<file path="config.mk">
export PLATFORM = sky130hd
export DESIGN_NAME = serial_adder_seq
export DESIGN_NICKNAME = d
export VERILOG_FILES = /design/src/rtl/serial_adder_pkg.sv /design/src/rtl/openlane_full_adder.sv /design/src/rtl/serial_adder_seq.sv
export SDC_FILE = /design/constraint.sdc
export NUM_CORES = 1
export LEC_CHECK = 0
export BUFFER_PORTS_ARGS = -buffer_cell sky130_fd_sc_hd__buf_4
export CAP_MARGIN = 20
export CORE_MARGIN = 5
export CORE_UTILIZATION = 31
export DETAILED_ROUTE_END_ITERATION = 12
export HOLD_SLACK_MARGIN = 0.02
export PLACE_DENSITY = 0.55
export SLEW_MARGIN = 30
export SYNTH_ARGS = -nofsm -noshare
export SYNTH_HDL_FRONTEND = slang
export SYNTH_SLANG_ARGS = --single-unit
</file>
<file path="constraint.sdc">
create_clock -name clk -period 1.51 [get_ports clk]
set_clock_uncertainty 0.05 [all_clocks]
set_input_delay 0.2265 -clock clk [delete_from_list [all_inputs] [get_ports clk]]
set_output_delay 0.2265 -clock clk [all_outputs]
set_load 0.05 [all_outputs]
</file>
<file path="src/rtl/serial_adder_pkg.sv">
// Shared definitions for the bit-serial adder sequencer: FSM state
// encoding and the supported operand-width range.
package serial_adder_pkg;

    // Supported operand widths (inclusive)
    localparam int WIDTH_MIN = 2;
    localparam int WIDTH_MAX = 32;

    // Sequencer states
    typedef enum logic [1:0] {
        ST_IDLE = 2'd0,
        ST_RUN  = 2'd1,
        ST_DONE = 2'd2
    } state_t;

    // True when a requested operand width is within the supported range
    function automatic bit width_ok(input int w);
        return (w >= WIDTH_MIN) && (w <= WIDTH_MAX);
    endfunction

endpackage

</file>
<file path="src/rtl/openlane_full_adder.sv">
// Single-bit combinational full-adder cell.
module openlane_full_adder (
    input  logic a,
    input  logic b,
    input  logic carry_in,
    output logic c,
    output logic carry_out
);

    assign c         = a ^ b ^ carry_in;
    assign carry_out = (a & b) | (a & carry_in) | (b & carry_in);

endmodule

</file>
<file path="src/rtl/serial_adder_seq.sv">
// Bit-serial adder sequencer: feeds one operand bit pair per clock, LSB
// first, into a single full-adder cell and assembles the parallel result.
// Optional subtract mode is enabled by defining SERIAL_ADD_SUB_EN.
module serial_adder_seq
    import serial_adder_pkg::*;
#(
    parameter int WIDTH = 8
) (
    input  logic             clk,
    input  logic             rst,
    input  logic             start,
    input  logic [WIDTH-1:0] a_in,
    input  logic [WIDTH-1:0] b_in,
    input  logic             cin,
`ifdef SERIAL_ADD_SUB_EN
    input  logic             sub,
`endif
    output logic             busy,
    output logic             done,
    output logic [WIDTH-1:0] sum,
    output logic             cout
);

    localparam int                CNT_W    = $clog2(WIDTH);
    localparam logic [CNT_W-1:0]  CNT_LAST = CNT_W'(WIDTH - 1);

    if (!width_ok(WIDTH)) begin : g_width_check
        $error("serial_adder_seq: WIDTH out of supported range");
    end

    state_t             state_q, state_d;
    logic [WIDTH-1:0]   a_sr_q, a_sr_d;
    logic [WIDTH-1:0]   b_sr_q, b_sr_d;
    // Only WIDTH-1 partial bits need storing: the last bit comes straight
    // from the adder on the completing edge.
    logic [WIDTH-2:0]   res_sr_q, res_sr_d;
    logic               carry_q, carry_d;
    logic [CNT_W-1:0]   cnt_q, cnt_d;
    logic [WIDTH-1:0]   sum_q, sum_d;
    logic               cout_q, cout_d;

    logic               fa_sum;
    logic               fa_cout;
    logic [WIDTH-1:0]   res_shift;
    logic [WIDTH-1:0]   b_load;
    logic               carry_load;

    openlane_full_adder u_fa (
        .a         (a_sr_q[0]),
        .b         (b_sr_q[0]),
        .carry_in  (carry_q),
        .c         (fa_sum),
        .carry_out (fa_cout)
    );

    // New sum bit enters at the MSB; the full vector is the final result
    assign res_shift = {fa_sum, res_sr_q};

    // Operand B and carry as loaded on an accepted start (subtract inverts B
    // and forces carry-in so the adder computes A + ~B + 1)
    always_comb begin
        b_load     = b_in;
        carry_load = cin;
`ifdef SERIAL_ADD_SUB_EN
        if (sub) begin
            b_load     = ~b_in;
            carry_load = 1'b1;
        end
`endif
    end

    // Next-state logic: FSM, shift registers, counter and result capture
    always_comb begin
        state_d  = state_q;
        a_sr_d   = a_sr_q;
        b_sr_d   = b_sr_q;
        res_sr_d = res_sr_q;
        carry_d  = carry_q;
        cnt_d    = cnt_q;
        sum_d    = sum_q;
        cout_d   = cout_q;
        case (state_q)
            ST_IDLE, ST_DONE: begin
                if (start) begin
                    a_sr_d   = a_in;
                    b_sr_d   = b_load;
                    carry_d  = carry_load;
                    res_sr_d = '0;
                    cnt_d    = '0;
                    state_d  = ST_RUN;
                end else begin
                    state_d  = ST_IDLE;
                end
            end
            ST_RUN: begin
                a_sr_d   = a_sr_q >> 1;
                b_sr_d   = b_sr_q >> 1;
                res_sr_d = res_shift[WIDTH-1:1];
                carry_d  = fa_cout;
                cnt_d    = cnt_q + CNT_W'(1);
                if (cnt_q == CNT_LAST) begin
                    sum_d   = res_shift;
                    cout_d  = fa_cout;
                    state_d = ST_DONE;
                end
            end
            default: begin
                state_d = ST_IDLE;
            end
        endcase
    end

    // State register with synchronous reset; partial work is discarded
    always_ff @(posedge clk) begin
        if (rst) begin
            state_q  <= ST_IDLE;
            a_sr_q   <= '0;
            b_sr_q   <= '0;
            res_sr_q <= '0;
            carry_q  <= 1'b0;
            cnt_q    <= '0;
            sum_q    <= '0;
            cout_q   <= 1'b0;
        end else begin
            state_q  <= state_d;
            a_sr_q   <= a_sr_d;
            b_sr_q   <= b_sr_d;
            res_sr_q <= res_sr_d;
            carry_q  <= carry_d;
            cnt_q    <= cnt_d;
            sum_q    <= sum_d;
            cout_q   <= cout_d;
        end
    end

    assign busy = (state_q == ST_RUN);
    assign done = (state_q == ST_DONE);
    assign sum  = sum_q;
    assign cout = cout_q;

endmodule

</file>
==> impl_metrics.yaml <==
logic_synthesis:
  synthCells: 190
  synth.most_common_cell: "nand2_1"
  synthTopCellsByArea: "dfxtp_1 (47%), nand2_1 (10%), a21oi_1 (6.4%)"
  ys_warn_count: 0
  synthSimpleGateAreaFrac: 0.249
  synth_compound_area_frac: 0.176
  synth_top_family_by_area: "simple AND/OR/NAND/NOR gates"
  postSynthAreaPerCell_um2: 8.61
  synthFlopType: "dfxtp_1"
  synth_nets: 213
  ys_seq_area_frac: 0.465
  yosys.area.top_type: "dfxtp_1"
  synthesis.area_um2: 1640
  synth_top_area_frac: 0.465
  synth.distinct_cells: 20
  synthTopCellsByCount: "nand2_1 (45), dfxtp_1 (38), a21oi_1 (21), nand3_1 (21), nor2_1 (17)"
  async_reset_ff_frac: 0
  synth-edff-count: 0
  synthMuxAreaShare: 0
  synthXorXnorAreaFrac: 0
  synth_adder_area_share: 0.0275
  ys_ff_latch: 38
placement:
  post-place-ws_ns: 0.109
  place_area_um2: 1880
  portBuffers: 30
  dpl.hpwl_um: 2150
  place.gp.congestion: 0.718
job:
  maxCapViolCount: 0
clock_tree:
  numCtsBuffers: 5
  clk_pin_slew_ns: 0.07
  cts.sinks: 38
  cts_tree: "done"
  clockBufferDepth: 2
  clock_latency_ns: 0.28
  root_buffer: "clkbuf_8"
  holdBufCountCts: 0
  ctsHtreeMaxLevel: 2
finish:
  post-route-util: 0.388
  diodes: 0
  area_delta_synth_final_pct: 21.3
  nets: 240
  fillers: 553
  post-route-cell-area_um2: 1980
  drive_above_1_share: 0.263
drt:
  drt-initial-drc-count: 49
  routed_via_density: 4.70
  ant_nets: 0
  drc_errors: 0
  avgRoutedWirePerCell_um: 11.6
  wl_um: 3340
  routed-via-count: 1349
  first_pass_iters: 4
setup_path:
  cp-start-kind: "flip-flop"
  required_ns: 1.23
  worst_r2r_endpoint: "sum[2]$_SDFFE_PP0P_"
  reg2reg_depth: 6
  r2r-start: "cnt_q[0]$_SDFFE_PP0P_"
  endpoint_kind: "output port"
  crit_fanout: 10
  ff2ff_setup_slack_ns: 0.25
  path_class: "reg2out"
  arrival_ns: 1.15
sta:
  slew_violations: 0
  max_freq_mhz: 699
  grt_setup_unrepaired: "false"
  finalSetupTns_ns: 0
  hold_violations: 0
  fin_hold_ws_ns: 0.139
  setup_viol: 0
  timing.slew.headroom: 0.715
  setup_slack_ns: 0.0800
  tightestPinTransition_ns: 0.428
  period_needed_ns: 1.43
  post-route-period-util: 0.947
floorplanning:
  die_x_um: 82.6
  row_count: 26
  initial_utilization: 0.320
  die_y_um: 82.6
  core_area_um2: 5110
  design.die.area_um2: 6830
  ios: 31
global_routing:
  grt_pass1_wl_um: 5690
  track_usage: 0.108
  overflow: 0
  grt_max_degree: 39
  antenna_found_initial: 0
  grt_pass1_vias: 1275
worst_hold_path:
  hold_class: "in2reg"
  holdPathStages: 3
  holdPathEnd: "a_sr_q[7]$_SDFFE_PP0P_"
  min-delay-start: "a_in[7]"
outcome:
  status: "finished, final reports clean"
power_and_ir_drop:
  powerDensity_nw_per_um2: 1010
  vdd_drop_max_mv: 0.380
  p_leak_nw: 0.757
==> sequential cells by signal, summed over array words and instances (netlist names) <==
name and cells:
res_sr_q 7, cout 1, cnt_q 3, state_q 2
b_sr_q 8, carry_q 1, a_sr_q 8, sum 8
==> worst max path at each step <==
stage                                  startpoint                  end  slack, ns  cells after the start
after floorplan           state_q[1]$_SDFFE_PP0P_                 done       0.21                      1
after global routing      state_q[1]$_SDFFE_PP0P_                 busy      0.009                      3
after CTS                 state_q[1]$_SDFFE_PP0P_                 busy       0.01                      3
final                     state_q[1]$_SDFFE_PP0P_                 busy       0.08                      3
after global placement    state_q[1]$_SDFFE_PP0P_                 busy       0.10                      3
after detailed placement    cnt_q[0]$_SDFFE_PP0P_  sum[4]$_SDFFE_PP0P_       0.11                      5
==> critical path, stage by stage (launching register included) <==
cell and delay [ns]:
dfxtp_1 0.37, nand2b_4 0.19, clkinv_4 0.10, buf_4 0.20
==> layout by cell type, fill, tap and decap left out, drive strengths merged <==
| master | instances |
|---|---|
| ha | 2 |
| nand3b | 1 |
| nor2 | 17 |
| buf | 36 |
| nand2 | 50 |
| clkbuf | 7 |
| nand2b | 3 |
| a21oi | 21 |
| dfxtp | 38 |
| a311oi | 15 |
| clkinv | 2 |
| o21a | 1 |
| fa | 1 |
| nand3 | 21 |
| nor2b | 2 |
==> per-stage QoR <==
| stage | std cells | power [W] |
|---|---|---|
| 4_1_cts | 286 | 0.00204 |
| 3_5_place_dp | 278 | 0.00139 |
| 2_1_floorplan | 190 | 0.00132 |
| 5_1_grt | 287 | 0.00213 |
| 6_report | 287 | 0.00201 |
| 3_3_place_gp | 278 | 0.00139 |
==> cell type report <==
class / count / area (µm²) / share of cell area
Clock buffer: 7 / 76.3 / 0.0385
Tap cell: 70 / 87.6 / 0.0442
Multi-Input combinational cell: 134 / 748 / 0.377
Sequential cell: 38 / 762 / 0.384
Timing Repair Buffer: 36 / 295 / 0.149
Timing Repair inverter: 1 / 5.00 / 0.00252
Inverter: 1 / 8.76 / 0.00442
==> where the power goes <==
group / leakage (nW) / internal [W] / total [W] / switching, W
clock network: 0.0383 / 0.000318 / 0.000643 / 0.000325
logic: 0.409 / 0.000123 / 0.000282 / 0.000159
registers: 0.310 / 0.00105 / 0.00109 / 0.0000327
==> per-layer routing <==
| metal | global-route usage | up-vias | part of all wire |
|---|---|---|---|
| li1 | - | 699 | - |
| met1 | 0.126 | 618 | 0.48 |
| met2 | 0.178 | 27 | 0.45 |
| met3 | 0.0499 | 5 | 0.060 |
| met4 | 0.0294 | 0 | 0.0099 |
| met5 | 0 | - | 0 |
==> timing repair <==
action / CTS / global route
cloned: 1 / 0
resized for setup: 2 / 2
endpoints found under the setup margin: 1 / 10
buffers inserted: 0 / 1
==> kinds of logic (layout without fill, tap and decap cells) <==
kind of cell | after synthesis | after routing
AOI/OAI and AO/OA | 37 | 37
and+or+nand+nor | 94 | 94
buffers and inverters | 18 | 45
DFF | 38 | 38
adders and majority gates | 3 | 3
No activity file was read; power rests on OpenSTA's default activity.
